[src/rtl/exception_monitor_pkg.sv]
// Shared types and encodings for the runtime exception monitor.
package exception_pkg;

  typedef enum logic [1:0] {
    EXC_NONE       = 2'b00,
    EXC_DIV_ZERO   = 2'b01,
    EXC_PC_OVERRUN = 2'b10
  } exc_code_t;

  typedef enum logic [1:0] {
    ST_IDLE   = 2'b00,
    ST_RUN    = 2'b01,
    ST_REPORT = 2'b10
  } mon_state_t;

  // Load-word opcode field and the RIM source register field.
  localparam logic [2:0] OP_LW   = 3'b000;
  localparam logic [2:0] RIM_REG = 3'b111;

  // ProgState encodings.
  localparam logic [1:0] PS_IDLE  = 2'b00;
  localparam logic [1:0] PS_PROG1 = 2'b01;
  localparam logic [1:0] PS_PROG2 = 2'b10;
  localparam logic [1:0] PS_PROG3 = 2'b11;

endpackage

[src/rtl/exception_monitor_if.sv]
// Exception report bus between the monitor (master) and the host (slave).
interface exception_monitor_if #(
  parameter int PC_W  = 10,
  parameter int CNT_W = 4
);
  logic             ExcValid;
  logic [1:0]       ExcCode;
  logic [PC_W-1:0]  ExcPC;
  logic [CNT_W-1:0] ExcCount;
  logic             ExcLost;
  logic             ExcAck;

  modport master (
    output ExcValid, ExcCode, ExcPC, ExcCount, ExcLost,
    input  ExcAck
  );

  modport slave (
    input  ExcValid, ExcCode, ExcPC, ExcCount, ExcLost,
    output ExcAck
  );
endinterface

[src/rtl/exception_monitor_operand_capture.sv]
// Decodes `lw Rk, RIM` and captures DataIn into operand k; flags all-zero operands.
module operand_capture
  import exception_pkg::*;
#(
  parameter int DATA_W       = 8,
  parameter int INSTR_W      = 9,
  parameter int NUM_OPERANDS = 2
) (
  input  logic                           clk,
  input  logic                           rst_n,
  input  logic                           clear,
  input  logic                           en,
  input  logic [INSTR_W-1:0]             instruction,
  input  logic [DATA_W-1:0]              data_in,
  output logic [NUM_OPERANDS*DATA_W-1:0] operands,
  output logic                           all_zero
);

  logic [DATA_W-1:0] opnd_p1 [NUM_OPERANDS];
  logic [2:0]        reg_k_p0;
  logic              hit_p0;

  assign reg_k_p0 = instruction[5:3];
  assign hit_p0   = en && (instruction[8:6] == OP_LW) && (instruction[2:0] == RIM_REG)
                    && (int'(reg_k_p0) < NUM_OPERANDS);

  // Operand register file: cleared while idle, otherwise only the addressed byte loads.
  always_ff @(posedge clk or negedge rst_n) begin
    if (!rst_n) begin
      for (int i = 0; i < NUM_OPERANDS; i++) opnd_p1[i] <= '0;
    end else if (clear) begin
      for (int i = 0; i < NUM_OPERANDS; i++) opnd_p1[i] <= '0;
    end else begin
      for (int i = 0; i < NUM_OPERANDS; i++)
        if (hit_p0 && (int'(reg_k_p0) == i)) opnd_p1[i] <= data_in;
    end
  end

  // Pack operand 0 into the top slice so it reads as the most significant byte.
  always_comb begin
    operands = '0;
    for (int i = 0; i < NUM_OPERANDS; i++)
      operands[(NUM_OPERANDS-1-i)*DATA_W +: DATA_W] = opnd_p1[i];
  end

  assign all_zero = (operands == '0);

endmodule

[src/rtl/exception_monitor.sv]
// Runtime exception monitor: divide-by-zero check at a checkpoint PC, PC runaway
// detection, and a valid/ack report channel with saturating count and lost flag.
module exception_monitor
  import exception_pkg::*;
#(
  parameter int              DATA_W       = 8,
  parameter int              INSTR_W      = 9,
  parameter int              PC_W         = 10,
  parameter int              NUM_OPERANDS = 2,
  parameter logic [PC_W-1:0] CHECK_PC     = 10'b00001_00100,
  parameter logic [PC_W-1:0] PC_LIMIT     = 10'h3FF,
  parameter logic [3:0]      STATE_MASK   = 4'b0010,
  parameter int              CNT_W        = 4
) (
  input  logic                           CLK,
  input  logic                           RST_N,
  input  logic [1:0]                     ProgState,
  input  logic [DATA_W-1:0]              DataIn,
  input  logic [INSTR_W-1:0]             Instruction,
  input  logic [PC_W-1:0]                PC,
  output logic [NUM_OPERANDS*DATA_W-1:0] Operands,
  exception_monitor_if.master            exc
);

  function automatic logic [CNT_W-1:0] sat_inc(input logic [CNT_W-1:0] v);
    return (&v) ? v : v + 1'b1;
  endfunction

  logic en_p0, clear_p0, all_zero_p0, dz_p0, ov_p0, det_p0;

  mon_state_t       state_p1, state_nxt;
  logic             valid_p1, valid_nxt;
  exc_code_t        code_p1, code_nxt;
  logic [PC_W-1:0]  pc_p1, pc_nxt;
  logic [CNT_W-1:0] cnt_p1, cnt_nxt;
  logic             lost_p1, lost_nxt;

  assign clear_p0 = (ProgState == PS_IDLE);
  assign en_p0    = !clear_p0 && STATE_MASK[ProgState];

  operand_capture #(
    .DATA_W       (DATA_W),
    .INSTR_W      (INSTR_W),
    .NUM_OPERANDS (NUM_OPERANDS)
  ) u_capture (
    .clk         (CLK),
    .rst_n       (RST_N),
    .clear       (clear_p0),
    .en          (en_p0),
    .instruction (Instruction),
    .data_in     (DataIn),
    .operands    (Operands),
    .all_zero    (all_zero_p0)
  );

  // The zero check sees pre-edge operands, so a same-cycle capture is not visible.
  assign dz_p0  = en_p0 && (PC == CHECK_PC) && all_zero_p0;
  assign ov_p0  = en_p0 && (PC >= PC_LIMIT);
  assign det_p0 = dz_p0 || ov_p0;

  // State and report registers.
  always_ff @(posedge CLK or negedge RST_N) begin
    if (!RST_N) begin
      state_p1 <= ST_IDLE;
      valid_p1 <= 1'b0;
      code_p1  <= EXC_NONE;
      pc_p1    <= '0;
      cnt_p1   <= '0;
      lost_p1  <= 1'b0;
    end else begin
      state_p1 <= state_nxt;
      valid_p1 <= valid_nxt;
      code_p1  <= code_nxt;
      pc_p1    <= pc_nxt;
      cnt_p1   <= cnt_nxt;
      lost_p1  <= lost_nxt;
    end
  end

  // Next state: idle clears everything; a detection in IDLE (leaving reset of the
  // program) or RUN opens a report; REPORT holds until acknowledged.
  always_comb begin
    state_nxt = state_p1;
    valid_nxt = valid_p1;
    code_nxt  = code_p1;
    pc_nxt    = pc_p1;
    cnt_nxt   = cnt_p1;
    lost_nxt  = lost_p1;
    if (clear_p0) begin
      state_nxt = ST_IDLE;
      valid_nxt = 1'b0;
      code_nxt  = EXC_NONE;
      pc_nxt    = '0;
      cnt_nxt   = '0;
      lost_nxt  = 1'b0;
    end else begin
      if (det_p0)          cnt_nxt  = sat_inc(cnt_p1);
      if (dz_p0 && ov_p0)  lost_nxt = 1'b1;
      case (state_p1)
        ST_IDLE, ST_RUN: begin
          state_nxt = ST_RUN;
          if (det_p0) begin
            state_nxt = ST_REPORT;
            valid_nxt = 1'b1;
            code_nxt  = dz_p0 ? EXC_DIV_ZERO : EXC_PC_OVERRUN;
            pc_nxt    = PC;
          end
        end
        ST_REPORT: begin
          if (exc.ExcAck) begin
            if (det_p0) begin
              code_nxt = dz_p0 ? EXC_DIV_ZERO : EXC_PC_OVERRUN;
              pc_nxt   = PC;
            end else begin
              state_nxt = ST_RUN;
              valid_nxt = 1'b0;
              code_nxt  = EXC_NONE;
            end
          end else if (det_p0) begin
            lost_nxt = 1'b1;
          end
        end
        default: begin
          state_nxt = ST_IDLE;
          valid_nxt = 1'b0;
          code_nxt  = EXC_NONE;
        end
      endcase
    end
  end

  assign exc.ExcValid = valid_p1;
  assign exc.ExcCode  = code_p1;
  assign exc.ExcPC    = pc_p1;
  assign exc.ExcCount = cnt_p1;
  assign exc.ExcLost  = lost_p1;

endmodule

[src/flat_wrapper.sv]
// flat-port wrapper written by rule: the top's interface ports become plain ports
module exception_monitor_flat import exception_pkg::*;
#(
  parameter int              DATA_W       = 8,
  parameter int              INSTR_W      = 9,
  parameter int              PC_W         = 10,
  parameter int              NUM_OPERANDS = 2,
  parameter logic [PC_W-1:0] CHECK_PC     = 10'b00001_00100,
  parameter logic [PC_W-1:0] PC_LIMIT     = 10'h3FF,
  parameter logic [3:0]      STATE_MASK   = 4'b0010,
  parameter int              CNT_W        = 4
)
  (CLK, RST_N, ProgState, DataIn, Instruction, PC, Operands, exc_ExcValid, exc_ExcCode, exc_ExcPC, exc_ExcCount, exc_ExcLost, exc_ExcAck);
  exception_monitor_if #(.PC_W(PC_W), .CNT_W(CNT_W)) exc_i ();
  input  logic CLK;
  input  logic RST_N;
  input  logic [1:0] ProgState;
  input  logic [DATA_W-1:0] DataIn;
  input  logic [INSTR_W-1:0] Instruction;
  input  logic [PC_W-1:0] PC;
  output logic [NUM_OPERANDS*DATA_W-1:0] Operands;
  output wire logic [$bits(exc_i.ExcValid)-1:0] exc_ExcValid;
  output wire logic [$bits(exc_i.ExcCode)-1:0] exc_ExcCode;
  output wire logic [$bits(exc_i.ExcPC)-1:0] exc_ExcPC;
  output wire logic [$bits(exc_i.ExcCount)-1:0] exc_ExcCount;
  output wire logic [$bits(exc_i.ExcLost)-1:0] exc_ExcLost;
  input wire logic [$bits(exc_i.ExcAck)-1:0] exc_ExcAck;
  assign exc_ExcValid = exc_i.ExcValid;
  assign exc_ExcCode = exc_i.ExcCode;
  assign exc_ExcPC = exc_i.ExcPC;
  assign exc_ExcCount = exc_i.ExcCount;
  assign exc_ExcLost = exc_i.ExcLost;
  assign exc_i.ExcAck = exc_ExcAck;
  exception_monitor #(.DATA_W(DATA_W), .INSTR_W(INSTR_W), .PC_W(PC_W), .NUM_OPERANDS(NUM_OPERANDS), .CHECK_PC(CHECK_PC), .PC_LIMIT(PC_LIMIT), .STATE_MASK(STATE_MASK), .CNT_W(CNT_W)) u_core (.CLK(CLK), .RST_N(RST_N), .ProgState(ProgState), .DataIn(DataIn), .Instruction(Instruction), .PC(PC), .Operands(Operands), .exc(exc_i));
endmodule
[config.mk]
export PLATFORM = sky130hd
export DESIGN_NAME = exception_monitor_flat
export DESIGN_NICKNAME = d
export VERILOG_FILES = /design/src/rtl/exception_monitor_pkg.sv /design/src/rtl/exception_monitor_if.sv /design/src/rtl/exception_monitor_operand_capture.sv /design/src/rtl/exception_monitor.sv /design/src/flat_wrapper.sv
export SDC_FILE = /design/constraint.sdc
export NUM_CORES = 1
export LEC_CHECK = 0
export ABC_AREA = 1
export BUFFER_PORTS_ARGS = -buffer_cell sky130_fd_sc_hd__buf_2
export CORE_MARGIN = 4
export CORE_UTILIZATION = 54
export DETAILED_ROUTE_END_ITERATION = 8
export PLACE_DENSITY = 0.82
export SETUP_SLACK_MARGIN = 0.2
export SLEW_MARGIN = 40
export SYNTH_ARGS = -nofsm -noshare
export SYNTH_HDL_FRONTEND = slang
export SYNTH_HIERARCHICAL = 1
export SYNTH_SLANG_ARGS = --single-unit
[constraint.sdc]
create_clock -name CLK -period 4.8 [get_ports CLK]
set_clock_uncertainty 0.15 [all_clocks]
set_input_delay 0.96 -clock CLK [delete_from_list [all_inputs] [get_ports CLK]]
set_output_delay 0.96 -clock CLK [all_outputs]
set_load 0.01 [all_outputs]
# Word-level counts from Yosys, hierarchy flattened
# Cells that the tools add are included.
dict set report totals {
  ff_bits 36
  mem_bits_ro 0
  ramBits 0
  latch_bits 0
  n_memories 0
}
dict set report op_classes {
  mul 0
  mux 33
  reduce_logical 28
  n_div 0
  bitwise_logic 0
  order_cmp 3
  shifts 0
  addsub 1
  n_eq_ne 9
}
# cell count
set ops {}
lappend ops {{10-bit two-way mux} 3}
lappend ops {{10-bit one-hot mux with 2 select lines} 1}
lappend ops {{2-bit two-way mux} 9}
lappend ops {{16-bit logical NOT} 1}
lappend ops {{16-bit two-way mux} 1}
lappend ops {{8-bit two-way mux} 2}
lappend ops {{4-bit two-way mux} 3}
lappend ops {{10-bit by 6-bit == test with 1-bit output, second input constant} 1}
lappend ops {{10-bit greater-or-equal comparator, second input constant} 1}
lappend ops {{1-bit logical AND} 10}
lappend ops {{1-bit two-way mux} 10}
lappend ops {{2-bit one-hot mux with 2 select lines} 2}
lappend ops {{2-bit AND reduction} 4}
lappend ops {{3-bit logical NOT} 2}
lappend ops {{3-bit by 2-bit inequality test with 1-bit output, second input constant} 2}
lappend ops {{2-bit nonzero test} 3}
lappend ops {{4-bit by 1-bit adder with 4-bit output, second input constant} 1}
lappend ops {{2-bit logical NOT} 2}
lappend ops {{4-bit AND reduction} 1}
lappend ops {{3-bit by 2-bit == test with 1-bit output, second input constant} 1}
lappend ops {{3-bit == test, second input constant} 1}
lappend ops {{2-bit by 3-bit less-than comparator with 1-bit output, second input constant} 1}
lappend ops {{3-bit by 2-bit less-than comparator with 1-bit output, second input constant} 1}
lappend ops {{3-bit by 1-bit inequality test with 1-bit output, second input constant} 1}
lappend ops {{other kinds (10)} 10}

# Depth between registers and ports, before layout
# Gate-level depths: netlist (run 1).
dict set report logic_depth {
  depth_word 11
  mapped_depth 11
  depth_no_buf 11
}

# By module
# The synthesis (run 1) kept the hierarchy.
# module n_inst seq_area_each_um2 area_per_inst_um2 cells_each
set by_module_without_submodules {}
lappend by_module_without_submodules {exception_monitor 1 500.5 1052.3 129}
lappend by_module_without_submodules {operand_capture 1 400.4 907.1 106}

# Worst setup path after synthesis (run 1)
# Ideal clock, no wire load.
dict set report synth_timing {
  path_kind {input -> register}
  start {input port ProgState[0]}
  end {register u_core.u_capture.opnd_p1, in the netlist u_core/u_capture/operands[13]}
  setup_ns 0.118
  cell_stages 7
  slack_ns 2.604
  arrival_time_ns 1.929
  path_cell_list {nor2_1 > buf_2 > buf_2 > inv_2 > buf_2 > nand3_1 > nand2_1}
}
dict set report synth_between {
  elab_chain_len 8
  elab_cells_between_ends 11
}
# element line
set synth_lines {}
lappend synth_lines {{start, declared} flat_wrapper.sv:17} ;# input logic [1:0] ProgState;
lappend synth_lines {{2-bit logical NOT (*)} exception_monitor.sv:38} ;# assign clear_p0 = (ProgState == PS_IDLE);
lappend synth_lines {{net u_core.clear_p0} exception_monitor.sv:29} ;# logic en_p0, clear_p0, all_zero_p0, dz_p0, ov_p0, det_p0;
lappend synth_lines {{1-bit logical NOT} exception_monitor.sv:39} ;# assign en_p0 = !clear_p0 && STATE_MASK[ProgState];
lappend synth_lines {{1-bit logical AND} exception_monitor.sv:39}
lappend synth_lines {{1-bit logical AND (2 in a row)} exception_monitor_operand_capture.sv:24} ;# assign hit_p0 = en && (instruction[8:6] == OP_LW) && (instruction[2:0] == RIM_REG)
lappend synth_lines {{1-bit logical AND} exception_monitor_operand_capture.sv:25} ;# && (int'(reg_k_p0) < NUM_OPERANDS);
lappend synth_lines {{1-bit logical AND} exception_monitor_operand_capture.sv:35} ;# if (hit_p0 && (int'(reg_k_p0) == i)) opnd_p1[i] <= data_in;
lappend synth_lines {{2-bit nonzero test (no line)} --}
lappend synth_lines {{end, declared} exception_monitor_operand_capture.sv:19} ;# logic [DATA_W-1:0] opnd_p1 [NUM_OPERANDS];
# The timed path passes the listed nets; every way through them passes the cells marked *. The select of a mux whose other input is x is not followed.
# A chain may end at the register's enable or synchronous reset.

# Worst setup path in the final report (run 1)
dict set report layout_timing {
  start {register u_core.cnt_p1[2], in the netlist u_core/exc.ExcCount[2]}
  end {output port exc_ExcCount[2]}
}
# element line
set layout_rtl {}
lappend layout_rtl {{start, declared} exception_monitor.sv:35} ;# logic [CNT_W-1:0] cnt_p1, cnt_nxt;
lappend layout_rtl {{start signal, assigned} exception_monitor.sv:75} ;# cnt_p1 <= cnt_nxt;
lappend layout_rtl {{end, declared} flat_wrapper.sv:25} ;# output wire logic [$bits(exc_i.ExcCount)-1:0] exc_ExcCount;
# No word-level cell between the ends.

==> flow_summary.ini, run 1 <==
[status]
outcome = finished, final reports clean

[die]
start_util_pct = 57.36
die_h_um = 68.24
core_um2 = 3416
dieArea_um2 = 4656
die_x_um = 68.24
rows = 21
ios = 66

[global_route]
grt_pass1_vias = 1707
grt_overflow = 0
grt_max_degree = 37
grt_pass1_wl_um = 7334
antenna_found_initial = 0
track_usage_pct = 21.09

[placement]
dp_hpwl_um = 3364
numPortBuffers = 65
dpl-instance-area_um2 = 2297
gp_congestion = 0.8518

[setup_path]
cp.required_ns = 3.69
rrSetupSlack_ns = 2.92
r2r_start = u_core/u_capture/operands[1]
slowest_stage = dfrtp_1
crit_buf_inv = 1
crit_type = reg2out
path_cells = buf_2
r2r_cells = 10
cp-startpoint = u_core/exc.ExcCount[2]
r2r_end = u_core/exc.ExcPC[9]
end_kind = output pin
cpLargestDelayFamily = flip-flops
crit_arrival_ns = 0.95
slowest_delay_ns = 0.45
startpoint_type = flip-flop
cp_num_cells = 1
crit_path_max_fanout = 5
crit_path_end = exc_ExcCount[2]

[synth]
yosysSeqAreaShare_pct = 45.98
synth_edf_count = 0
ys.warnings.count = 6
synthCells = 235
syn_area_um2 = 1959
yosys-top-cells-area = dfrtp_1 (46%), nand2_1 (10%), nand3_1 (7.7%)
postSynthAreaPerCell_um2 = 8.338
yosysMostFrequentCell = nand2_1
yosys-top-cells-count = nand2_1 (54), dfrtp_1 (36), nand3_1 (30)
ys_ff_latch = 36
yosysTopAreaCellShare_pct = 45.98
synth_cell_types = 29
synthArstFlopShare_pct = 100.0
synth_nets = 268
yosys_most_used_dff = dfrtp_1
synth_top_cell_by_area = dfrtp_1

[power_and_ir_drop]
p_total_uw = 545.7
power.density_nw_per_um2 = 230.8
p_leak_uw = 0.001428
peakVddDrop_uv = 154.6

[finish]
final_cell_area_um2 = 2365
antennaDiodeCount = 0
syn_to_final_growth_pct = 20.69
fillers = 302
nNetsFinal = 334
layout-drive-gt1-share_pct = 33.22

[timing]
fin_setup_tns_ns = 0
post-route-min-period_ns = 2.057
rsz0062_at_grt = no
whs_ns = 0.3252
setup_viol = 0
tightest_slew_ns = 0.4519
clock.fmax_mhz = 486.2
slew_violations = 0
hold_viol = 0
maxSlewHeadroom_pct = 69.87
final.period_utilization_pct = 42.85

[clock_network]
cts.reportedPaths.clkPinSlew_ns = 0.10
cts.repair.resized = 0
cts_setup_buffers = 0
cts_sinks = 36
clk_path_buf_depth = 2
cts_buffers = 5
cts_tree = done
htree_levels = 2
worstSkewPairLatency_ns = 0.34
cts_hold_buf = 0
cts_root_buf = clkbuf_4

[worst_hold_path]
worstHoldStart = u_core/exc.ExcCode[0]
hold_class = reg2reg
hold_depth = 2

[drt]
vias_per_cell = 5.233
num_vias = 1816
dr.pass1.iters = 6
finalWirelength_um = 4350
final_antenna_net_count = 0
drt_iter0_drc = 104
wl_per_cell_um = 12.54
drc = 0

[job]
cap_viol_max_count = 0
==> power by group <==
| part | switching [µW] | internal [µW] | total, µW |
|---|---|---|---|
| logic | 37.7 | 19.8 | 57.5 |
| registers | 2.59 | 305 | 308 |
| clock network | 97.1 | 83.0 | 180 |
==> cell type report <==
cell class	count	area (µm²)	share of cell area (%)
multi-input combinational	167	910.9	38.52
timing repair buffer	66	335.3	14.18
inverter	25	95.09	4.021
tap	46	57.56	2.434
sequential	36	900.9	38.10
clock buffer	7	65.06	2.751
==> worst min-delay path by stage <==
stage,slack (ns),end
2_1_floorplan,0.35,u_core/exc.ExcValid
5_1_grt,0.35,u_core/exc.ExcCode[0]
6_report,0.33,u_core/exc.ExcCode[0]
3_3_place_gp,0.30,u_core/exc.ExcCode[0]
3_5_place_dp,0.30,u_core/exc.ExcCode[0]
4_1_cts,0.33,u_core/exc.ExcCode[0]
==> through the flow <==
step                      util [%]  setup slack [ns]  std cells
after detailed placement     67.25             2.459        340
after floorplan                  -             2.604        235
final                        69.23             2.743        347
after CTS                    69.16             2.720        347
after global routing         69.23             2.695        347
after global placement       67.25             2.478        340
==> flip-flops by register name, indices dropped and copies added (netlist names) <==
name / cells
u_core/exc.ExcValid: 1
u_core/state_p1: 2
u_core/exc.ExcCount: 4
u_core/exc.ExcCode: 2
u_core/u_capture/operands: 16
u_core/exc.ExcPC: 10
u_core/exc.ExcLost: 1
==> layout by cell type (no fill, tap or decap) <==
master	netlist	layout
a21oi_1	5	5
and3_1	1	1
buf_2	3	64
buf_4	1	2
clkbuf_4	0	5
clkbuf_8	0	2
clkinv_2	1	1
dfrtp_1	36	36
ha_1	1	1
inv_1	21	21
inv_2	3	3
nand2_1	54	54
nand2_2	4	4
nand2_4	5	5
nand3_1	30	30
nand3_2	2	2
nand3_4	3	3
nand4_1	19	19
nor2_1	25	25
nor2_2	4	4
nor2_4	4	4
nor2_8	1	1
nor3_1	1	1
nor4_1	4	4
o21ai_0	1	1
o21ai_1	1	1
xnor2_1	1	1
xor2_1	1	1
==> kinds of logic after synthesis <==
logic type | after synthesis | share of synthesized area, %
simple gates | 157 | 43.17
flops | 36 | 45.98
buf+inv | 32 | 7.535
compound gates | 7 | 1.787
xor+xnor | 2 | 0.8942
fa+ha+maj | 1 | 0.6385
==> metal layers <==
layer | track usage (%) | part of all wire [%] | vias up
met5 | 0 | 0 | -
met4 | 8.189 | 1.4 | 0
met3 | 4.598 | 6.3 | 8
met2 | 38.75 | 54 | 46
met1 | 23.46 | 39 | 859
li1 | - | - | 903
Note: power is estimated with default switching activity, not from simulation.
==> run 2: changes to the inputs <==
--- a/config.mk
+++ b/config.mk
@@ -8,9 +8,9 @@
 export ABC_AREA = 1
 export BUFFER_PORTS_ARGS = -buffer_cell sky130_fd_sc_hd__buf_2
 export CORE_MARGIN = 4
-export CORE_UTILIZATION = 54
+export CORE_UTILIZATION = 45
 export DETAILED_ROUTE_END_ITERATION = 8
-export PLACE_DENSITY = 0.82
+export PLACE_DENSITY = 0.72
 export SETUP_SLACK_MARGIN = 0.2
 export SLEW_MARGIN = 40
 export SYNTH_ARGS = -nofsm -noshare
==> constraint.sdc (replaced) <==
create_clock -name CLK -period 1.82 [get_ports CLK]
set_clock_uncertainty 0.15 [all_clocks]
set_input_delay 0.364 -clock CLK [delete_from_list [all_inputs] [get_ports CLK]]
set_output_delay 0.364 -clock CLK [all_outputs]
set_load 0.01 [all_outputs]
==> flow_summary.ini, run 2 (synthesized netlist as in run 1, its figures left out) <==
[timing]
post-route-min-period_ns = 1.770
setup_viol = 0
tightest_slew_ns = 0.4507
clock.fmax_mhz = 565.0
whs_ns = 0.2402
fin_setup_tns_ns = 0
maxSlewHeadroom_pct = 69.95
rsz0062_at_grt = yes
final.period_utilization_pct = 97.25
slew_violations = 0
hold_viol = 0

[drt]
final_antenna_net_count = 0
drt_iter0_drc = 98
finalWirelength_um = 4628
wl_per_cell_um = 12.78
dr.pass1.iters = 4
vias_per_cell = 5.064
drc = 0
num_vias = 1833

[status]
outcome = finished, final reports clean

[setup_path]
end_kind = flip-flop
r2r_start = u_core/u_capture/operands[0]
crit_path_max_fanout = 10
crit_arrival_ns = 1.80
cp-startpoint = u_core/u_capture/operands[0]
startpoint_type = flip-flop
crit_type = reg2reg
cp.required_ns = 1.85

[finish]
antennaDiodeCount = 0
syn_to_final_growth_pct = 33.91
final_common_cell = buf_2
fillers = 360
final_cell_mix = buf_2 (65), nand2_1 (51), dfrtp_1 (36), nor2_1 (25), nand3_1 (24)
layout-drive-gt1-share_pct = 40.06
nNetsFinal = 344
largest_register_ffs = 16

[die]
dieArea_um2 = 5474
die_h_um = 73.99
core_um2 = 4115
die_x_um = 73.99
ios = 66
start_util_pct = 47.61
rows = 23

[clock_network]
cts_root_buf = clkbuf_8
worstSkewPairLatency_ns = 0.29
cts_tree = done
cts.reportedPaths.clkPinSlew_ns = 0.07
htree_levels = 2
cts_sinks = 36
clk_path_buf_depth = 2
cts_buffers = 5

[placement]
dp_hpwl_um = 3428
gp_congestion = 0.8225
numPortBuffers = 65

[global_route]
track_usage_pct = 18.77
grt_overflow = 0
grt_pass1_vias = 1780
antenna_found_initial = 0
grt_pass1_wl_um = 7990
grt_max_degree = 37

[worst_hold_path]
hold_class = in2reg
worstHoldStart = PC[3]

[power_and_ir_drop]
peakVddDrop_uv = 337.4
power.density_nw_per_um2 = 635.8
p_leak_uw = 0.001527

[job]
cap_viol_max_count = 0
==> run 2: cell type report <==
class	instances	area [µm²]	share of cell area, %
flip-flops and latches	36	900.9	34.33
multi-input cells	167	1031	39.29
clock inverters	2	35.03	1.335
well taps	50	62.56	2.384
inverters	25	95.09	3.624
repair buffers	76	426.7	16.26
clock buffers	6	72.57	2.766
==> run 2: routing by layer <==
layer	wire length, µm	global-route usage [%]
met5	0	0
met2	2306	32.48
met3	330	5.541
met4	41	3.622
met1	1950	23.45
==> run 2: power by group <==
| group | internal (µW) | total, µW | switching (µW) |
|---|---|---|---|
| Clock | 406 | 688 | 282 |
| Sequential | 806 | 813 | 6.94 |
| Combinational | 62.0 | 167 | 105 |
| Total | 1270 | 1670 | 394 |
==> run 2: what timing repair did <==
action	in CTS	in global routing
hold buffers	1	0
hold endpoints to repair	36	0
gates resized for setup	10	9
gates cloned	0	0
pin swaps	4	2
setup endpoints to repair	20	20
buffers inserted	6	1
==> run 2: final timing paths <==
| path | end | slack (ns) | depth (start not counted) |
|---|---|---|---|
| setup / recovery | u_core/exc.ExcPC[1] | 0.05 | 10 |
| hold / removal | u_core/exc.ExcPC[0] | 0.24 | 3 |
| setup reg to reg | u_core/exc.ExcPC[1] | 0.05 | 10 |
| hold reg to reg | u_core/exc.ExcValid | 0.33 | 2 |
| max in group asynchronous | u_core/u_capture/operands[1] | 0.70 | 3 |
| min in group asynchronous | u_core/exc.ExcValid | 0.49 | 3 |
==> run 2: through the flow <==
step / total power, µW / utilization [%] / worst slack (ns) / cell area, µm² / std cells
after detailed placement: 988.8 / 57.16 / 0.01249 / 2352 / 346
after floorplan: 910.6 / - / 0.1653 / 1982 / 235
after global placement: 985.9 / 57.16 / -0.003730 / 2352 / 346
after CTS: 1684 / 62.39 / 0.07678 / 2567 / 361
final: 1668 / 63.76 / 0.05008 / 2624 / 362
after global routing: 1741 / 63.76 / -0.09227 / 2624 / 362
==> run 2: worst max-delay path, cell delays in order (launching register included) <==
cell and delay (ns):
dfrtp_1 0.41, nor4_2 0.27, nand2_1 0.11, nor2_1 0.10, nand2_1 0.09, nor2_4 0.10
nand2_4 0.10, nand2_4 0.12, nand2_8 0.09, nand2_1 0.08, a21oi_1 0.06
